## config.mk

```make
export PLATFORM = sky130hd
export DESIGN_NAME = hex_mem_arbiter
export DESIGN_NICKNAME = d
export VERILOG_FILES = /design/src/rtl/hex_mem_arbiter.sv
export SDC_FILE = /design/constraint.sdc
export NUM_CORES = 1
export LEC_CHECK = 0
export CAP_MARGIN = 5
export CORE_AREA = 3 3 207 209
export DETAILED_ROUTE_END_ITERATION = 10
export DIE_AREA = 0 0 210 212
export PLACE_DENSITY_LB_ADDON = 0.05
export SYNTH_ARGS = -nofsm -noshare
export SYNTH_HDL_FRONTEND = slang
export SYNTH_SLANG_ARGS = --single-unit
export TNS_END_PERCENT = 20
```

## constraint.sdc

```tcl
create_clock -name clk -period 2.4 [get_ports clk]
set_input_delay 0.72 -clock clk [delete_from_list [all_inputs] [get_ports clk]]
set_output_delay 0.72 -clock clk [all_outputs]
set_load 0.02 [all_outputs]
```

## src/rtl/hex_mem_arbiter.sv

```systemverilog
// Round-robin arbiter that funnels NUM_REQ event-writer requesters into one host memory write port.
// Each grant allows up to BURST_MAX beats. A frame counter counts completed host beats.
module hex_mem_arbiter #(
  parameter int NUM_REQ   = 4,
  parameter int BURST_MAX = 8
) (
  input  logic                     clk,
  input  logic                     reset,
  input  logic                     frame_start,
  input  logic [NUM_REQ-1:0]       req_valid,
  output logic [NUM_REQ-1:0]       req_ready,
  input  logic [NUM_REQ-1:0][31:0] req_addr,
  input  logic [NUM_REQ-1:0][63:0] req_data,
  output logic [31:0]              mem_addr,
  output logic [63:0]              mem_data,
  output logic                     mem_we,
  input  logic                     mem_ready,
  output logic [2:0]               grant_id,
  output logic                     busy,
  output logic [31:0]              frame_beats
);

  localparam int IDX_W = (NUM_REQ > 1) ? $clog2(NUM_REQ) : 1;

  typedef enum logic {IDLE, GRANT} state_t;

  state_t           state, state_next;
  logic [IDX_W-1:0] owner, owner_next;
  logic [IDX_W-1:0] last_grant, last_next;
  logic [IDX_W-1:0] winner, cand;
  logic [7:0]       burst_cnt, burst_next;
  logic             found, accept, grant_end, mem_done;

  assign mem_done = mem_we && mem_ready;
  assign grant_id = 3'(owner);
  assign busy     = (state == GRANT) || mem_we;

  // Search starts one past the previous owner so every requester gets a turn.
  always_comb begin
    winner = last_grant;
    cand   = '0;
    found  = 1'b0;
    for (int i = 1; i <= NUM_REQ; i++) begin
      cand = IDX_W'((int'(last_grant) + i) % NUM_REQ);
      if (!found && req_valid[cand]) begin
        winner = cand;
        found  = 1'b1;
      end
    end
  end

  always_comb begin
    state_next = state;
    owner_next = owner;
    last_next  = last_grant;
    burst_next = burst_cnt;
    req_ready  = '0;
    accept     = 1'b0;
    grant_end  = 1'b0;
    case (state)
      IDLE: begin
        if (|req_valid) begin
          owner_next = winner;
          state_next = GRANT;
        end
      end
      GRANT: begin
        req_ready[owner] = !mem_we || mem_ready;
        accept = req_valid[owner] && req_ready[owner];
        if (accept) begin
          burst_next = burst_cnt + 8'd1;
        end
        // The output beat register drains on its own after the grant is released.
        grant_end = !req_valid[owner] ||
                    (accept && (burst_cnt == 8'(BURST_MAX - 1)));
        if (grant_end) begin
          state_next = IDLE;
          last_next  = owner;
          burst_next = 8'd0;
        end
      end
      default: state_next = IDLE;
    endcase
  end

  always_ff @(posedge clk) begin
    if (reset) begin
      state      <= IDLE;
      owner      <= '0;
      last_grant <= IDX_W'(NUM_REQ - 1);
      burst_cnt  <= 8'd0;
    end else begin
      state      <= state_next;
      owner      <= owner_next;
      last_grant <= last_next;
      burst_cnt  <= burst_next;
    end
  end

  always_ff @(posedge clk) begin
    if (reset) begin
      mem_we      <= 1'b0;
      mem_addr    <= 32'd0;
      mem_data    <= 64'd0;
      frame_beats <= 32'd0;
    end else begin
      if (accept) begin
        mem_addr <= req_addr[owner];
        mem_data <= req_data[owner];
        mem_we   <= 1'b1;
      end else if (mem_done) begin
        mem_we <= 1'b0;
      end
      if (frame_start) begin
        frame_beats <= mem_done ? 32'd1 : 32'd0;
      end else if (mem_done) begin
        frame_beats <= frame_beats + 32'd1;
      end
    end
  end

endmodule

```

==> flow_metrics.py, run 1 <==
metrics = {
    "outcome": {
        "status": "completed",
    },
    "logic_synthesis": {
        "synth-edff-count": 0,
        "synth_area_leader_cell": "dfxtp_1",
        "synth-main-ff-cell": "dfxtp_1",
        "yosys_warnings": 0,
        "synth_top_area_share": 0.360,
        "async_reset_ff_frac": 0,
        "syn_inst": 821,
        "syn-cell-area_mm2": 0.00790,
        "avgSynthCellArea_um2": 9.63,
        "ys_types": 45,
        "yosys-top-cells-area": "dfxtp_1, mux4_2, nand2_1",
        "yosysSeqAreaShare": 0.360,
        "ys_seq_elements": 142,
        "syn_nets": 1215,
    },
    "worst_setup_path": {
        "ff2ff_setup_slack_ns": 0.40,
        "critPathTopFamily": "buffers and inverters",
        "critical_path_arrival_ns": 1.60,
        "required_ns": 1.68,
        "startpoint_type": "flop",
        "crit_chain": "clkdlybuf4s50_1",
        "critPathBufInv": 1,
        "path_max_fanout": 11,
        "critPathKind": "reg -> out",
        "cpMaxStageDelayCell": "clkdlybuf4s50_1",
        "cpPeakStageDelay_ns": 0.70,
        "crit_path_end_kind": "output port",
    },
    "placed_design": {
        "numPortBuffers": 527,
        "placed_area_mm2": 0.0140,
        "place.gp.congestion": 0.772,
        "placed_cells": 1857,
        "hpwlAfterDp_um": 34400,
    },
    "route": {
        "vias": 8395,
        "finalWirelength_um": 42100,
        "avgRoutedWirePerCell_um": 22.2,
        "drt_first_pass_iters": 4,
        "drc_errors": 0,
        "ant_nets": 0,
        "viasPerCell": 4.43,
        "drt-initial-drc-count": 307,
    },
    "layout": {
        "final_cell_mix": "clkdlybuf4s50_1, nand2_1, dfxtp_1",
        "layout.cells.non_filler": 1893,
        "fin_area_mm2": 0.0147,
        "nNetsFinal": 1739,
        "mostFrequentLayoutCell": "clkdlybuf4s50_1",
        "layout-drive-gt1-share": 0.143,
        "fill_cells": 4208,
        "syn_to_final_growth_pct": 85.5,
    },
    "timing": {
        "setup_violations": 0,
        "fin_crit_sh": 0.967,
        "slew_headroom": 0.560,
        "tightest_slew_ns": 0.660,
        "hold_viol": 0,
        "grt_setup_unrepaired": "false",
        "final.setup_skew_ns": 0.00845,
        "fmax_mhz": 431,
        "finalCriticalPeriod_ns": 2.32,
        "drv_slew": 0,
    },
    "floorplanning": {
        "ios": 529,
        "dieArea_mm2": 0.0445,
        "initial_core_util": 0.193,
        "rows": 74,
        "coreArea_mm2": 0.0410,
        "die_w_um": 210,
        "die_h_um": 212,
    },
    "hold_path": {
        "min_path_type": "reg -> reg",
    },
    "clock_network": {
        "root_buffer": "clkbuf_16",
        "cts_hold_buf": 0,
        "cts_tree": "built",
        "cts_sinks": 142,
        "clkSlewWorstSetupHoldPaths_ns": 0.06,
        "clock_path_buffers": 2,
        "cts_buffers": 17,
        "htree_levels": 4,
        "clock_latency_ns": 0.43,
    },
    "grt": {
        "gr-usage-met2": 0.337,
        "grt_antenna_before_repair": 5,
        "grt_pass1_wl_um": 60100,
        "grt_use_met1": 0.205,
        "grtUsageMet3": 0.0745,
        "grt_max_degree": 78,
        "grt_util_all_layers": 0.184,
        "grt_pass1_vias": 8951,
        "grt_remaining_overflow": 0,
        "grt_busiest_layer": "met2",
    },
    "flow_run": {
        "maxCapViolCount": 0,
    },
    "power_and_ir_drop": {
        "power-per-cell-area_mw_per_mm2": 541,
        "p_leak_nw": 4.88,
        "power.total_w": 0.00793,
        "ir_drop_v": 0.000379,
    },
}
[cells by family after synthesis]
logic type | share of synthesized area
simple gates | 0.186
compound gates | 0.112
flops | 0.360
mux | 0.280
buf+inv | 0.0415
xor+xnor | 0.0166
fa+ha+maj | 0.00317
other cells | 0.000475
[state kept, by name, indices dropped and copies added, names as in the netlist]
name and flops:
burst_cnt 8, frame_beats 32, last_grant 2, mem_addr 32, mem_data 64, mem_we 1, owner 2, state 1
[routing by layer]
metal / vias to the layer above / share of wire
met4: 4 / 0.0059
met1: 4046 / 0.38
met2: 254 / 0.53
met5: - / 0.00050
met3: 17 / 0.081
li1: 4074 / -
[synthesized netlist by cell type, types with 3 or more instances]
cell type	count
nand4_1	11
a211oi_1	4
inv_1	7
dfxtp_1	142
xor2_1	3
o21ai_0	10
o31ai_1	12
nor3_1	4
and4_1	7
nand2_1	213
or3_1	9
a21oi_1	124
or4_1	14
nand2b_1	5
or2_2	7
xnor2_1	12
nor2_1	19
nand3_1	13
buf_2	19
o21a_1	4
mux2i_1	3
buf_4	3
clkbuf_1	45
mux4_2	97
nor4_1	8
[cell type report]
| class | count | area, um2 | share of cell area |
|---|---|---|---|
| repair buffers | 574 | 5730 | 0.391 |
| multi-input cells | 603 | 4770 | 0.325 |
| flip-flops and latches | 142 | 2850 | 0.194 |
| well taps | 532 | 666 | 0.0454 |
| clock buffers | 27 | 503 | 0.0343 |
| clock inverters | 5 | 103 | 0.00700 |
| inverters | 7 | 26.3 | 0.00179 |
| diodes | 3 | 7.51 | 0.000512 |
[stage by stage]
step / setup TNS, ns / setup WS [ns] / hold slack, ns / utilization
floorplan: 0 / 0.0209 / 0.447 / -
detailed placement: -13.44 / -0.592 / 0.446 / 0.342
global placement: -11.30 / -0.587 / 0.441 / 0.342
CTS: -0.318 / -0.129 / 0.455 / 0.356
global route: 0 / 0.00173 / 0.466 / 0.357
finish: 0 / 0.0795 / 0.452 / 0.357
[worst paths after layout]
kind                                                   from                           end  cells after the start
worst max-delay path                  owner[0]$_SDFFE_PP0P_                   grant_id[0]                      1
worst min-delay path              mem_addr[25]$_SDFFE_PP0P_     mem_addr[25]$_SDFFE_PP0P_                      2
worst max register to register  frame_beats[2]$_SDFFE_PP0P_  frame_beats[19]$_SDFFE_PP0P_                      4
worst min register to register    mem_addr[25]$_SDFFE_PP0P_     mem_addr[25]$_SDFFE_PP0P_                      2
[tightest hold or removal path, stage by stage, from the launching register on]
cell     delay, ns
dfxtp_1       0.31
nand2_1       0.05
a21oi_1       0.05
[power by group]
group	internal, W	total [W]	leakage, nW	switching, W
sequential	0.00251	0.00262	1.16	0.000103
clock	0.00175	0.00283	0.292	0.00108
combinational	0.00144	0.00249	3.44	0.00105
[timing repair]
item	4_1_cts	5_1_grt
pin swaps	0	1
setup buffers	0	1
endpoints found under the setup margin	5	6
resized for setup	22	8
(Power assumes the default switching activity.)
==> run 2, diff against run 1 <==
--- a/config.mk
+++ b/config.mk
@@ -5,6 +5,7 @@
 export SDC_FILE = /design/constraint.sdc
 export NUM_CORES = 1
 export LEC_CHECK = 0
+export ABC_AREA = 0
 export CAP_MARGIN = 5
 export CORE_AREA = 3 3 207 209
 export DETAILED_ROUTE_END_ITERATION = 10
==> results of run 2 <==
Same layout as run 1: the final DEF is identical, and so are final timing and power.
